$ cat src/rtl/ann_sched_pkg.sv
// Shared types and defaults for the ANN job scheduler.
package ann_sched_pkg;

    localparam int unsigned LABEL_W_DEF        = 32;
    localparam int unsigned TIMEOUT_CYCLES_DEF = 8192;

    // Label reported when a job is ended by the watchdog rather than the core.
    localparam logic [LABEL_W_DEF-1:0] ERR_LABEL_DEF = '1;

    typedef enum logic [1:0] {
        ST_IDLE  = 2'd0,
        ST_START = 2'd1,
        ST_WAIT  = 2'd2,
        ST_RESP  = 2'd3
    } sched_state_e;

endpackage

$ cat src/rtl/ann_job_scheduler_if.sv
// Requester-facing request/response bundle for the ANN job scheduler.
interface ann_job_scheduler_if #(
    parameter int unsigned LABEL_W = 32
);
    logic               req0_valid;
    logic               req0_ready;
    logic               req1_valid;
    logic               req1_ready;
    logic               resp0_valid;
    logic               resp0_ready;
    logic               resp1_valid;
    logic               resp1_ready;
    logic [LABEL_W-1:0] resp_label;
    logic               resp_err;

    // Requester side.
    modport master (
        output req0_valid, req1_valid, resp0_ready, resp1_ready,
        input  req0_ready, req1_ready, resp0_valid, resp1_valid, resp_label, resp_err
    );

    // Scheduler side.
    modport slave (
        input  req0_valid, req1_valid, resp0_ready, resp1_ready,
        output req0_ready, req1_ready, resp0_valid, resp1_valid, resp_label, resp_err
    );
endinterface

$ cat src/rtl/ann_rr_arbiter.sv
// Two-way round-robin arbiter; pointer advances only when a grant is accepted.
module ann_rr_arbiter (
    input  logic clock,
    input  logic reset,
    input  logic req0,
    input  logic req1,
    input  logic accept,
    output logic gnt0_c,
    output logic gnt1_c
);
    // 1 means requester 1 was granted last, so requester 0 wins the next tie.
    logic last_q;

    // Lone requester always wins; on a tie, the one not granted last wins.
    always_comb begin
        gnt0_c = req0 & (~req1 | last_q);
        gnt1_c = req1 & (~req0 | ~last_q);
    end

    // Remember who was served on every accepted grant.
    always_ff @(posedge clock or posedge reset) begin
        if (reset) begin
            last_q <= 1'b1;
        end else if (accept) begin
            last_q <= gnt1_c;
        end
    end
endmodule

$ cat src/rtl/ann_job_scheduler.sv
// ANN job scheduler: arbitrates two requesters onto one ANN core and returns
// the label on the winner's response channel.
// Optional build macro ANN_TIMEOUT_EN adds a WAIT-state watchdog.
import ann_sched_pkg::*;

module ann_job_scheduler #(
    parameter int unsigned LABEL_W        = LABEL_W_DEF,
    parameter int unsigned TIMEOUT_CYCLES = TIMEOUT_CYCLES_DEF
) (
    input  logic               clock,
    input  logic               reset,
    ann_job_scheduler_if.slave bus,
    output logic               core_start,
    input  logic               core_done,
    input  logic [LABEL_W-1:0] core_result,
    output logic               busy,
    output logic [15:0]        jobs_done
);
    sched_state_e       state_q, next_state;
    logic               owner_q;
    logic               core_start_q, busy_q, resp0_valid_q, resp1_valid_q;
    logic [LABEL_W-1:0] label_q;
    logic [15:0]        jobs_done_q;
    logic               gnt0_c, gnt1_c;
    logic               accept_c, capture_c, consume_c, timeout_c;

    ann_rr_arbiter u_arb (
        .clock  (clock),
        .reset  (reset),
        .req0   (bus.req0_valid),
        .req1   (bus.req1_valid),
        .accept (accept_c),
        .gnt0_c (gnt0_c),
        .gnt1_c (gnt1_c)
    );

    // Next-state and handshake decode.
    always_comb begin
        next_state = state_q;
        accept_c   = 1'b0;
        capture_c  = 1'b0;
        consume_c  = 1'b0;
        unique case (state_q)
            ST_IDLE: begin
                if (bus.req0_valid | bus.req1_valid) begin
                    accept_c   = 1'b1;
                    next_state = ST_START;
                end
            end
            ST_START: next_state = ST_WAIT;
            ST_WAIT: begin
                if (core_done) begin
                    capture_c  = 1'b1;
                    next_state = ST_RESP;
                end else if (timeout_c) begin
                    next_state = ST_RESP;
                end
            end
            ST_RESP: begin
                if (owner_q ? bus.resp1_ready : bus.resp0_ready) begin
                    consume_c  = 1'b1;
                    next_state = ST_IDLE;
                end
            end
            default: next_state = ST_IDLE;
        endcase
    end

    // State register plus outputs registered from the next state.
    always_ff @(posedge clock or posedge reset) begin
        if (reset) begin
            state_q       <= ST_IDLE;
            owner_q       <= 1'b0;
            core_start_q  <= 1'b0;
            busy_q        <= 1'b0;
            resp0_valid_q <= 1'b0;
            resp1_valid_q <= 1'b0;
        end else begin
            state_q       <= next_state;
            if (accept_c) begin
                owner_q <= gnt1_c;
            end
            core_start_q  <= (next_state == ST_START);
            busy_q        <= (next_state != ST_IDLE);
            resp0_valid_q <= (next_state == ST_RESP) & ~owner_q;
            resp1_valid_q <= (next_state == ST_RESP) &  owner_q;
        end
    end

    // Response label: core result on completion, all-ones on watchdog expiry.
    always_ff @(posedge clock or posedge reset) begin
        if (reset) begin
            label_q <= '0;
        end else if (capture_c) begin
            label_q <= core_result;
        end else if ((state_q == ST_WAIT) && timeout_c) begin
            label_q <= '1;
        end
    end

    // Completed-job counter, wraps naturally at 16 bits.
    always_ff @(posedge clock or posedge reset) begin
        if (reset) begin
            jobs_done_q <= '0;
        end else if (consume_c) begin
            jobs_done_q <= jobs_done_q + 16'(1);
        end
    end

`ifdef ANN_TIMEOUT_EN
    localparam int unsigned CNT_W = $clog2(TIMEOUT_CYCLES + 1);

    logic [CNT_W-1:0] wait_cnt_q;
    logic             err_q;

    assign timeout_c = (state_q == ST_WAIT) && !core_done &&
                       (wait_cnt_q == CNT_W'(TIMEOUT_CYCLES - 1));

    // WAIT cycle counter; held at zero outside WAIT so it restarts on entry.
    always_ff @(posedge clock or posedge reset) begin
        if (reset) begin
            wait_cnt_q <= '0;
        end else if (state_q != ST_WAIT) begin
            wait_cnt_q <= '0;
        end else begin
            wait_cnt_q <= wait_cnt_q + CNT_W'(1);
        end
    end

    // Error flag accompanies the label that was captured with it.
    always_ff @(posedge clock or posedge reset) begin
        if (reset) begin
            err_q <= 1'b0;
        end else if (capture_c) begin
            err_q <= 1'b0;
        end else if ((state_q == ST_WAIT) && timeout_c) begin
            err_q <= 1'b1;
        end
    end

    assign bus.resp_err = err_q;
`else
    logic [31:0] unused_timeout_cfg;

    assign unused_timeout_cfg = 32'(TIMEOUT_CYCLES);
    assign timeout_c          = 1'b0;
    assign bus.resp_err       = 1'b0;
`endif

    assign bus.req0_ready  = accept_c & gnt0_c;
    assign bus.req1_ready  = accept_c & gnt1_c;
    assign bus.resp0_valid = resp0_valid_q;
    assign bus.resp1_valid = resp1_valid_q;
    assign bus.resp_label  = label_q;
    assign core_start      = core_start_q;
    assign busy            = busy_q;
    assign jobs_done       = jobs_done_q;
endmodule

$ cat src/flat_wrapper.sv
// flat-port wrapper written by rule: the top's interface ports become plain ports
module ann_job_scheduler_flat 
#(
    parameter int unsigned LABEL_W        = LABEL_W_DEF,
    parameter int unsigned TIMEOUT_CYCLES = TIMEOUT_CYCLES_DEF
)
  (clock, reset, core_start, core_done, core_result, busy, jobs_done, bus_req0_valid, bus_req1_valid, bus_resp0_ready, bus_resp1_ready, bus_req0_ready, bus_req1_ready, bus_resp0_valid, bus_resp1_valid, bus_resp_label, bus_resp_err);
  ann_job_scheduler_if #(.LABEL_W(LABEL_W)) bus_i ();
  input  logic clock;
  input  logic reset;
  output logic core_start;
  input  logic core_done;
  input  logic [LABEL_W-1:0] core_result;
  output logic busy;
  output logic [15:0] jobs_done;
  input wire logic [$bits(bus_i.req0_valid)-1:0] bus_req0_valid;
  input wire logic [$bits(bus_i.req1_valid)-1:0] bus_req1_valid;
  input wire logic [$bits(bus_i.resp0_ready)-1:0] bus_resp0_ready;
  input wire logic [$bits(bus_i.resp1_ready)-1:0] bus_resp1_ready;
  output wire logic [$bits(bus_i.req0_ready)-1:0] bus_req0_ready;
  output wire logic [$bits(bus_i.req1_ready)-1:0] bus_req1_ready;
  output wire logic [$bits(bus_i.resp0_valid)-1:0] bus_resp0_valid;
  output wire logic [$bits(bus_i.resp1_valid)-1:0] bus_resp1_valid;
  output wire logic [$bits(bus_i.resp_label)-1:0] bus_resp_label;
  output wire logic [$bits(bus_i.resp_err)-1:0] bus_resp_err;
  assign bus_i.req0_valid = bus_req0_valid;
  assign bus_i.req1_valid = bus_req1_valid;
  assign bus_i.resp0_ready = bus_resp0_ready;
  assign bus_i.resp1_ready = bus_resp1_ready;
  assign bus_req0_ready = bus_i.req0_ready;
  assign bus_req1_ready = bus_i.req1_ready;
  assign bus_resp0_valid = bus_i.resp0_valid;
  assign bus_resp1_valid = bus_i.resp1_valid;
  assign bus_resp_label = bus_i.resp_label;
  assign bus_resp_err = bus_i.resp_err;
  ann_job_scheduler #(.LABEL_W(LABEL_W), .TIMEOUT_CYCLES(TIMEOUT_CYCLES)) u_core (.clock(clock), .reset(reset), .bus(bus_i), .core_start(core_start), .core_done(core_done), .core_result(core_result), .busy(busy), .jobs_done(jobs_done));
endmodule
$ cat config.mk
export PLATFORM = sky130hd
export DESIGN_NAME = ann_job_scheduler_flat
export DESIGN_NICKNAME = d
export VERILOG_FILES = /design/src/rtl/ann_sched_pkg.sv /design/src/rtl/ann_job_scheduler_if.sv /design/src/rtl/ann_rr_arbiter.sv /design/src/rtl/ann_job_scheduler.sv /design/src/flat_wrapper.sv
export SDC_FILE = /design/constraint.sdc
export NUM_CORES = 1
export LEC_CHECK = 0
export BUFFER_PORTS_ARGS = -buffer_cell sky130_fd_sc_hd__buf_4
export CAP_MARGIN = 10
export CORE_ASPECT_RATIO = 0.75
export CORE_MARGIN = 5
export CORE_UTILIZATION = 53
export CTS_BUF_LIST = sky130_fd_sc_hd__clkbuf_4 sky130_fd_sc_hd__clkbuf_8
export DETAILED_ROUTE_END_ITERATION = 7
export GPL_TIMING_DRIVEN = 0
export HOLD_SLACK_MARGIN = 0.15
export PLACE_DENSITY = 0.84
export SETUP_SLACK_MARGIN = 0.5
export SLEW_MARGIN = 10
export SYNTH_ARGS = -nofsm -noshare
export SYNTH_HDL_FRONTEND = slang
export SYNTH_SLANG_ARGS = --single-unit
$ cat constraint.sdc
create_clock -name clock -period 2.8 [get_ports clock]
set_input_delay 0 -clock clock [delete_from_list [all_inputs] [get_ports clock]]
set_output_delay 0 -clock clock [all_outputs]
set_load 0.05 [all_outputs]
==> results.md <==
- Worst hold-check path type: primary input to register
- Vias per cell: between 4 and 5
- Clock Sinks: 56
- Flop-to-flop setup slack: approximately 1100 ps
- Critical Path, Cell by Cell: clkbuf_2, nor2_1, o21ai_0, a21oi_1, buf_4
- CTS tree: done
- Max incr delay on CP: approximately 370 ps
- R2R Path End: u_core.bus.resp_label[1]
- Setup violations, final: 0
- Setup TNS Final: 0 ps
- Routed via count: about 1700
- ANT cells: 0
- Row cnt: 20
- RSZ-0062 raised after global routing: no
- Core area: a little over 4000 um2
- Min-delay src: core_done
- Fin nets: 336
- 1st-iter DRT viols: 66
- CTS max path bufs: 2
- CTS Root Cell: clkbuf_8
- Clk slew on worst S/H paths: about 90 ps
- H-Tree Depth: 2
- Reg2Reg Depth: 5
- Largest net degree at the start of global routing: 35
- Max cap viols: 0
- Minimum clock period: about 1900 ps
- CP max stage cell: dfrtp_1
- Synthesized area per cell: approximately 14 um2
- Critical path class: register to primary output
- Total gr overflow: 0
- Commonest non-fill, non-tap cells in the layout: buf_4, dfrtp_1, dlygate4sd3_1
- Drt pass-1 iters: 4
- Worst vdd ir: around 0.00091 V
- IO buf count: roughly 90
- First-pass GRT wire length: around 9400 um
- Seq/Total Area, Yosys: 0.622
- Slew @ Worst Pin: roughly 660 ps
- Fillers: 200
- Place WS: about 1200 ps
- Clock Latency Late Sink: roughly 290 ps
- Hold depth: 4
- Status: finished clean
- Die Y-Extent: roughly 66 um
- Final WS setup: just under 900 ps
- Critical Path Sink Type: primary output
- DP HPWL: roughly 3700 um
- Final Slew Violations: 0
- Synth unique cells: 27
- Syn_nets: between 150 and 200
- Fin crit share: 0.685
- Area grow syn2layout: 55.9%
- Io pins: 94
- Fmax: ~520 MHz
- Vias in the first global route: around 1900
- Routed wire length: 5910 um
- Gp weighted congestion: ~0.79
- Hold Violations, Final: 0
- P per Cell Area: 1200 nW/um2
- Slew Limit Headroom: 0.552
- Crit path max-delay family: compound AO/OA/AOI/OAI gates
- All-Layer GR Usage: 0.217
- Die width: ~85 um
- Leak Pwr: around 1.7 nW
- Syn. warnings: 0
- CTS Buf Count: 5
- CP Buf/Inv Count: 2
- DRC: 0
- Number of antenna-violating nets in the routed design: 0
- Initial antenna violation count: 0
- Crit path max fanout: 8
- Setup bufs post-CTS: 0
- Critical path startpoint category: register
- Share of cells above drive strength 1: 0.492
- Critical path required time: ~2800 ps
- Drt wl/cell: approximately 17 um
- Clock skew: 6.11 ps
- Initial core utilization: 0.553
- Commonest non-fill, non-tap cell in the layout: buf_4
- Cells after Synth: approximately 160
- Mapped Area: 2250 um2
- Worst Path Arrival: ~1900 ps
- Yosys reg bits: 56
- Critical R2R Launch: u_core.state_q[0]
- Total Die Area: 5670 um2
- Worst Hold End: u_core.bus.resp1_valid
## power by group
part | internal (W) | total [W] | switching [W]
logic | 0.000789 | 0.00232 | 0.00153
registers | 0.00114 | 0.00138 | 0.000242
clock network | 0.000275 | 0.000518 | 0.000243
## Yosys cell counts (all sizes together)
cell / n / area [um2]
xor2: 6 / 52.6
o21ai: 3 / 15.0
a21oi: 4 / 20.0
nor2b: 1 / 6.26
mux2: 33 / 372
nor4b: 1 / 8.76
nand4: 3 / 33.8
xnor2: 9 / 78.8
inv: 5 / 18.8
dfstp: 1 / 26.3
dfrtp: 55 / 1380
nor3: 2 / 10.0
buf: 4 / 22.5
nand3: 5 / 25.0
clkbuf: 1 / 5.00
ha: 1 / 12.5
nand2: 9 / 33.8
conb: 1 / 3.75
mux2i: 1 / 22.5
a21o: 2 / 16.3
and3: 2 / 12.5
nor2: 6 / 22.5
and4: 2 / 17.5
nor4: 2 / 42.5
## repair_timing
item | CTS | global route
endpoints found under the setup margin | 0 | 0
resized for setup | 0 | 0
hold buffers | 37 | 0
hold endpoints to repair | 92 | 0
## how the worst max path moves through the flow
stage                              startpoint                   endpoint  cells past startpoint  slack (ps)
after CTS                   u_core.state_q[0]             bus_req0_ready                      5        1020
after floorplan           u_core.jobs_done[0]       u_core.jobs_done[10]                      5        1030
after global placement                  reset        u_core.jobs_done[5]                      2         740
after detailed placement    u_core.state_q[0]  u_core.bus.resp_label[15]                      5        1230
after global routing        u_core.state_q[0]             bus_req0_ready                      5         740
final                       u_core.state_q[0]             bus_req0_ready                      5         880
## kinds of logic (layout without fill, tap and decap cells)
family | Yosys count | count (layout) | synth area share
flip-flops | 56 | 56 | 0.622
XOR/XNOR | 15 | 15 | 0.0583
adder cells (fa/ha/maj) | 1 | 1 | 0.00555
other | 1 | 1 | 0.00166
multiplexers | 34 | 34 | 0.175
buffers and inverters | 10 | 148 | 0.0205
AO/OA/AOI/OAI | 9 | 9 | 0.0228
AND/OR/NAND/NOR | 33 | 33 | 0.0943
## worst register-to-register path, stage by stage, from the launching register on
cell and delay [ps]:
dfrtp_1 370, clkbuf_2 160, nor2b_1 280, nand2_1 190
buf_2 240, mux2_2 310
## routing by layer
metal | GRT usage | part of all wire
met5 | 0 | 0
met4 | 0.0711 | 0.019
met3 | 0.0482 | 0.066
met2 | 0.385 | 0.53
met1 | 0.263 | 0.38
## registers in the layout, summed over array words and instances, names as in the netlist
name / cells
u_core.core_start: 1
u_core.busy: 1
u_core.jobs_done: 16
u_core.state_q: 2
u_core.bus.resp0_valid: 1
u_core.u_arb.last_q: 1
u_core.bus.resp1_valid: 1
u_core.bus.resp_label: 32
u_core.owner_q: 1
## through the flow
step / utilization / hold WS, ps / total power, W / area, um2 / std cells
finish: 0.862 / 198 / 0.00422 / 3520 / 352
global route: 0.862 / 249 / 0.00442 / 3520 / 352
CTS: 0.862 / 184 / 0.00419 / 3520 / 352
detailed placement: 0.744 / 62.5 / 0.00363 / 3030 / 307
global placement: 0.739 / 232 / 0.00358 / 3010 / 306
floorplan: - / 150 / 0.00293 / 2250 / 159
## area by class of cell
cell class	instances	area, um2	area share
Buffer	5	27.5	0.00783
Clock buffer	6	76.3	0.0217
Clock inverter	2	35.0	0.00996
Inverter	5	18.8	0.00534
Multi-Input combinational cell	93	806	0.229
Sequential cell	56	1400	0.399
Tap cell	55	68.8	0.0196
Timing Repair Buffer	130	1080	0.307
(Power assumes the default switching activity.)
